**src/rtl/wb_writeback_seq_if.sv**
```systemverilog
// Write-back bundle: request/operand capture, register-file write port and read-path forwarding.
// Latency: n/a (wiring only). Backpressure: wb_valid/wb_ready handshake owned by the slave side.
interface wb_writeback_seq_if #(
    parameter int DATA_W = 32,
    parameter int ADDR_W = 5
);
    logic              wb_valid;
    logic              wb_ready;
    logic [DATA_W-1:0] alu_result;
    logic [DATA_W-1:0] mem_rdata;
    logic [ADDR_W-1:0] rt;
    logic [ADDR_W-1:0] rd;
    logic              reg_dst;
    logic              mem_to_reg;
    logic              rf_we;
    logic [ADDR_W-1:0] rf_waddr;
    logic [DATA_W-1:0] rf_wdata;
    logic              wb_done;
    logic [ADDR_W-1:0] rs_addr;
    logic [ADDR_W-1:0] rt_addr;
    logic [DATA_W-1:0] rf_a;
    logic [DATA_W-1:0] rf_b;
    logic [DATA_W-1:0] fwd_a;
    logic [DATA_W-1:0] fwd_b;

    modport slave (
        input  wb_valid, alu_result, mem_rdata, rt, rd, reg_dst, mem_to_reg,
        input  rs_addr, rt_addr, rf_a, rf_b,
        output wb_ready, rf_we, rf_waddr, rf_wdata, wb_done, fwd_a, fwd_b
    );

    modport master (
        output wb_valid, alu_result, mem_rdata, rt, rd, reg_dst, mem_to_reg,
        output rs_addr, rt_addr, rf_a, rf_b,
        input  wb_ready, rf_we, rf_waddr, rf_wdata, wb_done, fwd_a, fwd_b
    );
endinterface

```
**src/rtl/wb_writeback_seq.sv**
```systemverilog
// Register-file write-back sequencer: captures ALUOut/MDR on accept, writes the file one cycle later.
// Latency: rf_we at edge N+1, wb_done at N+2; ready only in IDLE, so one request per 3 cycles.
// Optional macro WB_BYPASS_EN forwards the pending write onto fwd_a/fwd_b during HOLD/WRITE.
module wb_writeback_seq #(
    parameter int DATA_W = 32,
    parameter int ADDR_W = 5
) (
    input  logic             clk,
    input  logic             rst_n,
    wb_writeback_seq_if.slave bus
);
    typedef enum logic [1:0] {
        IDLE  = 2'd0,
        HOLD  = 2'd1,
        WRITE = 2'd2
    } state_t;

    state_t            state_q;
    logic [DATA_W-1:0] alu_q;
    logic [DATA_W-1:0] mdr_q;
    logic [ADDR_W-1:0] dest_q;
    logic              sel_q;
    logic              rf_we_q;
    logic [ADDR_W-1:0] rf_waddr_q;
    logic [DATA_W-1:0] rf_wdata_q;
    logic              wb_done_q;

    always_ff @(posedge clk or negedge rst_n) begin
        if (!rst_n) begin
            state_q    <= IDLE;
            alu_q      <= '0;
            mdr_q      <= '0;
            dest_q     <= '0;
            sel_q      <= 1'b0;
            rf_we_q    <= 1'b0;
            rf_waddr_q <= '0;
            rf_wdata_q <= '0;
            wb_done_q  <= 1'b0;
        end else begin
            wb_done_q <= 1'b0;
            case (state_q)
                IDLE: begin
                    if (bus.wb_valid) begin
                        alu_q   <= bus.alu_result;
                        mdr_q   <= bus.mem_rdata;
                        dest_q  <= bus.reg_dst ? bus.rd : bus.rt;
                        sel_q   <= bus.mem_to_reg;
                        state_q <= HOLD;
                    end
                end
                HOLD: begin
                    rf_wdata_q <= sel_q ? mdr_q : alu_q;
                    rf_waddr_q <= dest_q;
                    // $zero is hardwired, so the write is suppressed but the handshake still completes
                    rf_we_q    <= (dest_q != '0);
                    state_q    <= WRITE;
                end
                WRITE: begin
                    rf_we_q   <= 1'b0;
                    wb_done_q <= 1'b1;
                    state_q   <= IDLE;
                end
                default: begin
                    state_q <= IDLE;
                end
            endcase
        end
    end

    assign bus.wb_ready = (state_q == IDLE);
    assign bus.rf_we    = rf_we_q;
    assign bus.rf_waddr = rf_waddr_q;
    assign bus.rf_wdata = rf_wdata_q;
    assign bus.wb_done  = wb_done_q;

`ifdef WB_BYPASS_EN
    logic [DATA_W-1:0] pend_data;
    logic              pend_vld;

    assign pend_data = sel_q ? mdr_q : alu_q;
    assign pend_vld  = (state_q != IDLE) && (dest_q != '0);

    assign bus.fwd_a = (pend_vld && (bus.rs_addr == dest_q)) ? pend_data : bus.rf_a;
    assign bus.fwd_b = (pend_vld && (bus.rt_addr == dest_q)) ? pend_data : bus.rf_b;
`else
    logic unused_rd_addr;

    assign bus.fwd_a    = bus.rf_a;
    assign bus.fwd_b    = bus.rf_b;
    assign unused_rd_addr = &{1'b0, bus.rs_addr, bus.rt_addr};
`endif
endmodule

```
**src/flat_wrapper.sv**
```systemverilog
// flat-port wrapper written by rule: the top's interface ports become plain ports
module wb_writeback_seq_flat 
#(
    parameter int DATA_W = 32,
    parameter int ADDR_W = 5
)
  (clk, rst_n, bus_wb_valid, bus_alu_result, bus_mem_rdata, bus_rt, bus_rd, bus_reg_dst, bus_mem_to_reg, bus_rs_addr, bus_rt_addr, bus_rf_a, bus_rf_b, bus_wb_ready, bus_rf_we, bus_rf_waddr, bus_rf_wdata, bus_wb_done, bus_fwd_a, bus_fwd_b);
  wb_writeback_seq_if #(.DATA_W(DATA_W), .ADDR_W(ADDR_W)) bus_i ();
  input  logic clk;
  input  logic rst_n;
  input wire logic [$bits(bus_i.wb_valid)-1:0] bus_wb_valid;
  input wire logic [$bits(bus_i.alu_result)-1:0] bus_alu_result;
  input wire logic [$bits(bus_i.mem_rdata)-1:0] bus_mem_rdata;
  input wire logic [$bits(bus_i.rt)-1:0] bus_rt;
  input wire logic [$bits(bus_i.rd)-1:0] bus_rd;
  input wire logic [$bits(bus_i.reg_dst)-1:0] bus_reg_dst;
  input wire logic [$bits(bus_i.mem_to_reg)-1:0] bus_mem_to_reg;
  input wire logic [$bits(bus_i.rs_addr)-1:0] bus_rs_addr;
  input wire logic [$bits(bus_i.rt_addr)-1:0] bus_rt_addr;
  input wire logic [$bits(bus_i.rf_a)-1:0] bus_rf_a;
  input wire logic [$bits(bus_i.rf_b)-1:0] bus_rf_b;
  output wire logic [$bits(bus_i.wb_ready)-1:0] bus_wb_ready;
  output wire logic [$bits(bus_i.rf_we)-1:0] bus_rf_we;
  output wire logic [$bits(bus_i.rf_waddr)-1:0] bus_rf_waddr;
  output wire logic [$bits(bus_i.rf_wdata)-1:0] bus_rf_wdata;
  output wire logic [$bits(bus_i.wb_done)-1:0] bus_wb_done;
  output wire logic [$bits(bus_i.fwd_a)-1:0] bus_fwd_a;
  output wire logic [$bits(bus_i.fwd_b)-1:0] bus_fwd_b;
  assign bus_i.wb_valid = bus_wb_valid;
  assign bus_i.alu_result = bus_alu_result;
  assign bus_i.mem_rdata = bus_mem_rdata;
  assign bus_i.rt = bus_rt;
  assign bus_i.rd = bus_rd;
  assign bus_i.reg_dst = bus_reg_dst;
  assign bus_i.mem_to_reg = bus_mem_to_reg;
  assign bus_i.rs_addr = bus_rs_addr;
  assign bus_i.rt_addr = bus_rt_addr;
  assign bus_i.rf_a = bus_rf_a;
  assign bus_i.rf_b = bus_rf_b;
  assign bus_wb_ready = bus_i.wb_ready;
  assign bus_rf_we = bus_i.rf_we;
  assign bus_rf_waddr = bus_i.rf_waddr;
  assign bus_rf_wdata = bus_i.rf_wdata;
  assign bus_wb_done = bus_i.wb_done;
  assign bus_fwd_a = bus_i.fwd_a;
  assign bus_fwd_b = bus_i.fwd_b;
  wb_writeback_seq #(.DATA_W(DATA_W), .ADDR_W(ADDR_W)) u_core (.clk(clk), .rst_n(rst_n), .bus(bus_i));
endmodule
```
**config.mk**
```make
export PLATFORM = sky130hd
export DESIGN_NAME = wb_writeback_seq_flat
export DESIGN_NICKNAME = d
export VERILOG_FILES = /design/src/rtl/wb_writeback_seq_if.sv /design/src/rtl/wb_writeback_seq.sv /design/src/flat_wrapper.sv
export SDC_FILE = /design/constraint.sdc
export NUM_CORES = 1
export LEC_CHECK = 0
export ABC_AREA = 1
export CAP_MARGIN = 25
export CORE_UTILIZATION = 42
export CTS_CLUSTER_DIAMETER = 30
export CTS_CLUSTER_SIZE = 8
export DETAILED_ROUTE_END_ITERATION = 8
export PLACE_DENSITY_LB_ADDON = 0.05
export SYNTH_ARGS = -nofsm -noshare
export SYNTH_HDL_FRONTEND = slang
export SYNTH_SLANG_ARGS = --single-unit
```
**constraint.sdc**
```tcl
create_clock -name clk -period 2.76 [get_ports clk]
set_clock_uncertainty 0.1 [all_clocks]
set_input_delay 0.69 -clock clk [delete_from_list [all_inputs] [get_ports clk]]
set_output_delay 0.69 -clock clk [all_outputs]
set_load 0.02 [all_outputs]
```
# Word-level counts from Yosys, hierarchy flattened
# Cells that the tools add are included.
[classes]
reduce_logical = 4
n_eq_ne = 3
muxes = 6
[ops]
columns = ["op", "n"]
rows = [
  ["2-to-1 mux 32 bit", 1],
  ["2-to-1 mux 5 bit", 1],
  ["nonzero test 5 bit", 1],
  ["case mux 2 bit (2 select lines)", 1],
  ["== test 2 x 1 -> 1 bit, second input constant", 1],
  ["== test 2 bit, second input constant", 1],
  ["zero test 2 bit", 1],
  ["2-to-1 mux 2 bit", 1],
  ["inequality test 2 bit, second input constant", 1],
  ["case mux 1 bit (2 select lines)", 1],
  ["AND reduction 2 bit", 1],
  ["nonzero test 2 bit", 1],
  ["2-to-1 mux 1 bit", 1],
]
[word_totals]
out_inout_bits = 104
register_bits = 111

# Depth between registers and ports, before layout
[logic_depth]
ltp_word = 2
depth_mapped = 7

# Worst setup path after synthesis
# Ideal clock, no wire load.
[synth_path]
path_type = "input -> output"
startpoint = "input bus_rf_a[0]"
endpoint = "output bus_fwd_a[0]"
path_stages = 1
path_buffers = 1
setup_slack_ps = 1146
required_time_ps = 1970
arrival_time_ps = 824
cell_sequence = "buf_4"
[synth_lines]
columns = ["item", "line", "rtl"]
rows = [
  ["start, declared", "flat_wrapper.sv:20", "input wire logic [$bits(bus_i.rf_a)-1:0] bus_rf_a;"],
  ["end, declared", "flat_wrapper.sv:27", "output wire logic [$bits(bus_i.fwd_a)-1:0] bus_fwd_a;"],
]
# No word-level cell between the ends.

# Final worst setup path
[layout_path]
startpoint = "register u_core.state_q[0]"
endpoint = "output bus_wb_ready"
[layout_via]
elab_chain_cells = 1
[layout_lines]
columns = ["item", "line", "rtl"]
rows = [
  ["start, declared", "wb_writeback_seq.sv:18", "state_t state_q;"],
  ["start signal, assigned", "wb_writeback_seq.sv:30", "state_q <= IDLE;"],
  ["start signal, assigned", "wb_writeback_seq.sv:48", "state_q <= HOLD;"],
  ["start signal, assigned", "wb_writeback_seq.sv:56", "state_q <= WRITE;"],
  ["zero test 2 bit", "wb_writeback_seq.sv:70", "assign bus.wb_ready = (state_q == IDLE);"],
  ["end, declared", "flat_wrapper.sv:22", "output wire logic [$bits(bus_i.wb_ready)-1:0] bus_wb_ready;"],
]
# Every way passes these cells.

==> summary.txt <==
Timing
  – Part of the cycle the worst path needs: 0.9043
  – Highest clock rate: 400.6 MHz
  – Final Hold Fails: 0
  – Tmin final: roughly 2.5 ns
  – Setup violators final: 0
  – Hold_ws: 0.2748 ns
  – RSZ-0062 raised after global routing: no
  – Worst-Margin Slew: 0.6409 ns
  – Worst slew margin: 0.5721
  – Final Max Slew Viols: 0
  – Setup TNS: 0 ns

Global routing
  – Largest net degree at the start of global routing: roughly 110
  – Grt ovf: 0
  – Initial antenna violation count: 0
  – First-pass GRT wire length: 19.07 mm
  – Tot GR Track Use: 0.1955
  – Vias in the first global route: approximately 3800

Clock network
  – Clk sink count: around 110
  – Root Buffer Master: clkbuf_16
  – CTS Buffer Depth: 2
  – Hold buffer count at CTS: 0
  – CTS H-Tree Depth: 3
  – Clock Pin Slew Worst Setup and Hold Paths: 0.07 ns
  – CTS Buf Count: 9
  – Clock latency on the worst-skew pair: 0.35 ns
  – Post-CTS sizing: 0
  – Post-CTS Setup Inserts: 0
  – CTS tree: done

Routing
  – Drt drc: 17
  – WL/cell: 14.64 um
  – Drt via density: 4.911
  – Post-route antenna net violation count: 0
  – DR vias: 3821
  – 1st-iter DRT viols: between 200 and 300
  – Pre-Repair DR Iteration Count: 7
  – Total Wirelength: 11.39 mm

Cells and area
  – Ant. Diodes: 0
  – Layout cell share with drive strength beyond 1: 0.04252
  – Final #Nets: just under 800
  – Fillers: about 1100
  – Layout area overhead: 21.18%
  – Fin util: 0.5293

Run status
  – Outcome: finished with violations
  – Failing checks: design-rule violations

Setup path
  – Req. time, crit path: roughly 2.0 ns
  – Reg2reg end: u_core.sel_q
  – Startpoint Class: flop
  – Crit path from: u_core.state_q[0]
  – Worst R2R Start: u_core.state_q[0]
  – Worst setup EP type: primary output
  – Critical path arrival: 1.71 ns
  – R2R cell count: 6
  – Critical Path Fanout Max: 3
  – Kind of critical path: flop to primary output
  – FF-to-FF setup slack: 1.13 ns

Floorplan
  – Total die area: between 0.01 and 0.015 mm^2
  – Die Ht: 111.7 um
  – Io pins: 257
  – Row count: 39
  – Initial Utilization: 0.4368
  – Core box area: 0.01156 mm^2
  – Die X: between 100 and 150 um

Logic synthesis
  – Number of synthesized flops with an enable pin: 0
  – Synth Warn #: 0
  – Syn Nets: 746
  – Yosys reg bits: ~110
  – Synth async-reset ratio: 1.000
  – Top-area cell type share of the netlist area: 0.5499
  – Post-Synthesis Cells: ~590
  – Avg Cell Area, Syn: 8.576 um^2
  – Area contributors post-synth: dfrtp_1, nand2_1, buf_4
  – Ys flop type: dfrtp_1
  – Top-count cell post-synth: nand2_1
  – Most frequent cells after synthesis: nand2_1, dfrtp_1, buf_4
  – Register area share after synthesis: 0.5499
  – Synth area leader: dfrtp_1
  – Netlist Area Pre-Place: 0.005051 mm^2
  – Distinct cells, synth: 16

Pwr
  – Switching pwr: approximately 2800 uW
  – Comb power frac: 0.415
  – Pwr Total: 7176 uW
  – Clock power share: 0.183
  – Seq pwr share: 0.402
  – Leak Pwr: 0.002949 uW
  – Peak VDD IR: between 0.4 and 0.5 mV
  – Power per cell area: 1172 mW/mm^2
  – Pint: ~4400 uW
  – Sw Share: 0.3836

Worst hold path
  – Hold Path Class: primary input to async pin

Placement
  – DP HPWL: 7.001 mm
  – PortBufs: 118
  – Gpl congestion: approximately 0.73

Flow run
  – Total of max-cap violations: 0
[power by group through the flow]
stage          Clock [uW]  Combinational, uW  Sequential [uW]
6_report             1310               2980             2880
5_1_grt              1430               3350             2980
4_1_cts              1360               3040             2890
3_5_place_dp            0               3030             2900
3_3_place_gp            0               2970             2890
2_1_floorplan           0               1760             3170
[layout by cell type (no fill, tap or decap), types with 2 or more instances in the layout]
| cell type | count |
|---|---|
| nand2_1 | 281 |
| clkdlybuf4s50_1 | 117 |
| dfrtp_1 | 111 |
| nor2_1 | 36 |
| a31oi_1 | 32 |
| inv_1 | 14 |
| clkbuf_16 | 9 |
| o21ai_0 | 7 |
| o211ai_1 | 5 |
| buf_12 | 4 |
| ha_1 | 3 |
| clkinv_2 | 3 |
| buf_4 | 3 |
| inv_2 | 2 |
| clkinvlp_4 | 2 |
[per-layer routing]
| layer | GRT usage | wire length [um] | share of wire | vias up |
|---|---|---|---|---|
| met4 | 0.09189 | 364 | 0.032 | 0 |
| met5 | 0 | 0 | 0 | - |
| li1 | - | - | - | 1838 |
| met3 | 0.07186 | 928 | 0.081 | 45 |
| met2 | 0.3006 | 5166 | 0.45 | 142 |
| met1 | 0.2447 | 4933 | 0.43 | 1796 |
[sequential cells by signal (all words and copies together) (netlist names)]
name	cells
u_core.bus.rf_wdata	32
u_core.bus.rf_we	1
u_core.bus.wb_done	1
u_core.alu_q	32
u_core.sel_q	1
u_core.state_q	2
u_core.mdr_q	32
u_core.bus.rf_waddr	5
u_core.dest_q	5
[per-stage QoR]
| stage | instance area [um^2] | std cells | setup slack (ns) |
|---|---|---|---|
| finish | 6121 | 778 | 0.2640 |
| global route | 6121 | 778 | 0.1818 |
| detailed placement | 5822 | 762 | 0.6327 |
| CTS | 6121 | 778 | 0.2403 |
| floorplan | 5051 | 589 | 1.146 |
| global placement | 5822 | 762 | 0.6496 |
[how the worst max path moves through the flow]
stage          slack [ns]            to
4_1_cts              0.24  bus_wb_ready
2_1_floorplan        1.15  bus_fwd_a[0]
5_1_grt              0.18  bus_wb_ready
3_3_place_gp         0.65  u_core.sel_q
6_report             0.26  bus_wb_ready
3_5_place_dp         0.63  u_core.sel_q
[cell families (layout without fill, tap and decap cells)]
group                    Yosys count  in the layout  synth area share
AO/OA/AOI/OAI                     45             45           0.05499
adder cells (fa/ha/maj)            4              4          0.009909
buffers and inverters            110            156            0.1474
flip-flops                       111            111            0.5499
AND/OR/NAND/NOR                  319            319            0.2378
[area by class of cell]
class / instances / area, um^2 / area share
multi-input cells: 368 / 1531 / 0.2502
clock inverters: 6 / 60.06 / 0.009812
clock buffers: 10 / 239.0 / 0.03904
well taps: 143 / 178.9 / 0.02923
inverters: 16 / 60.06 / 0.009812
repair buffers: 124 / 1274 / 0.2081
flip-flops and latches: 111 / 2778 / 0.4538
[critical path: stages, from the launching register on]
cell,delay [ns]
dfrtp_1,0.41
inv_1,0.11
ha_1,0.22
clkdlybuf4s50_1,0.62
No activity file was read; power rests on OpenSTA's default activity.
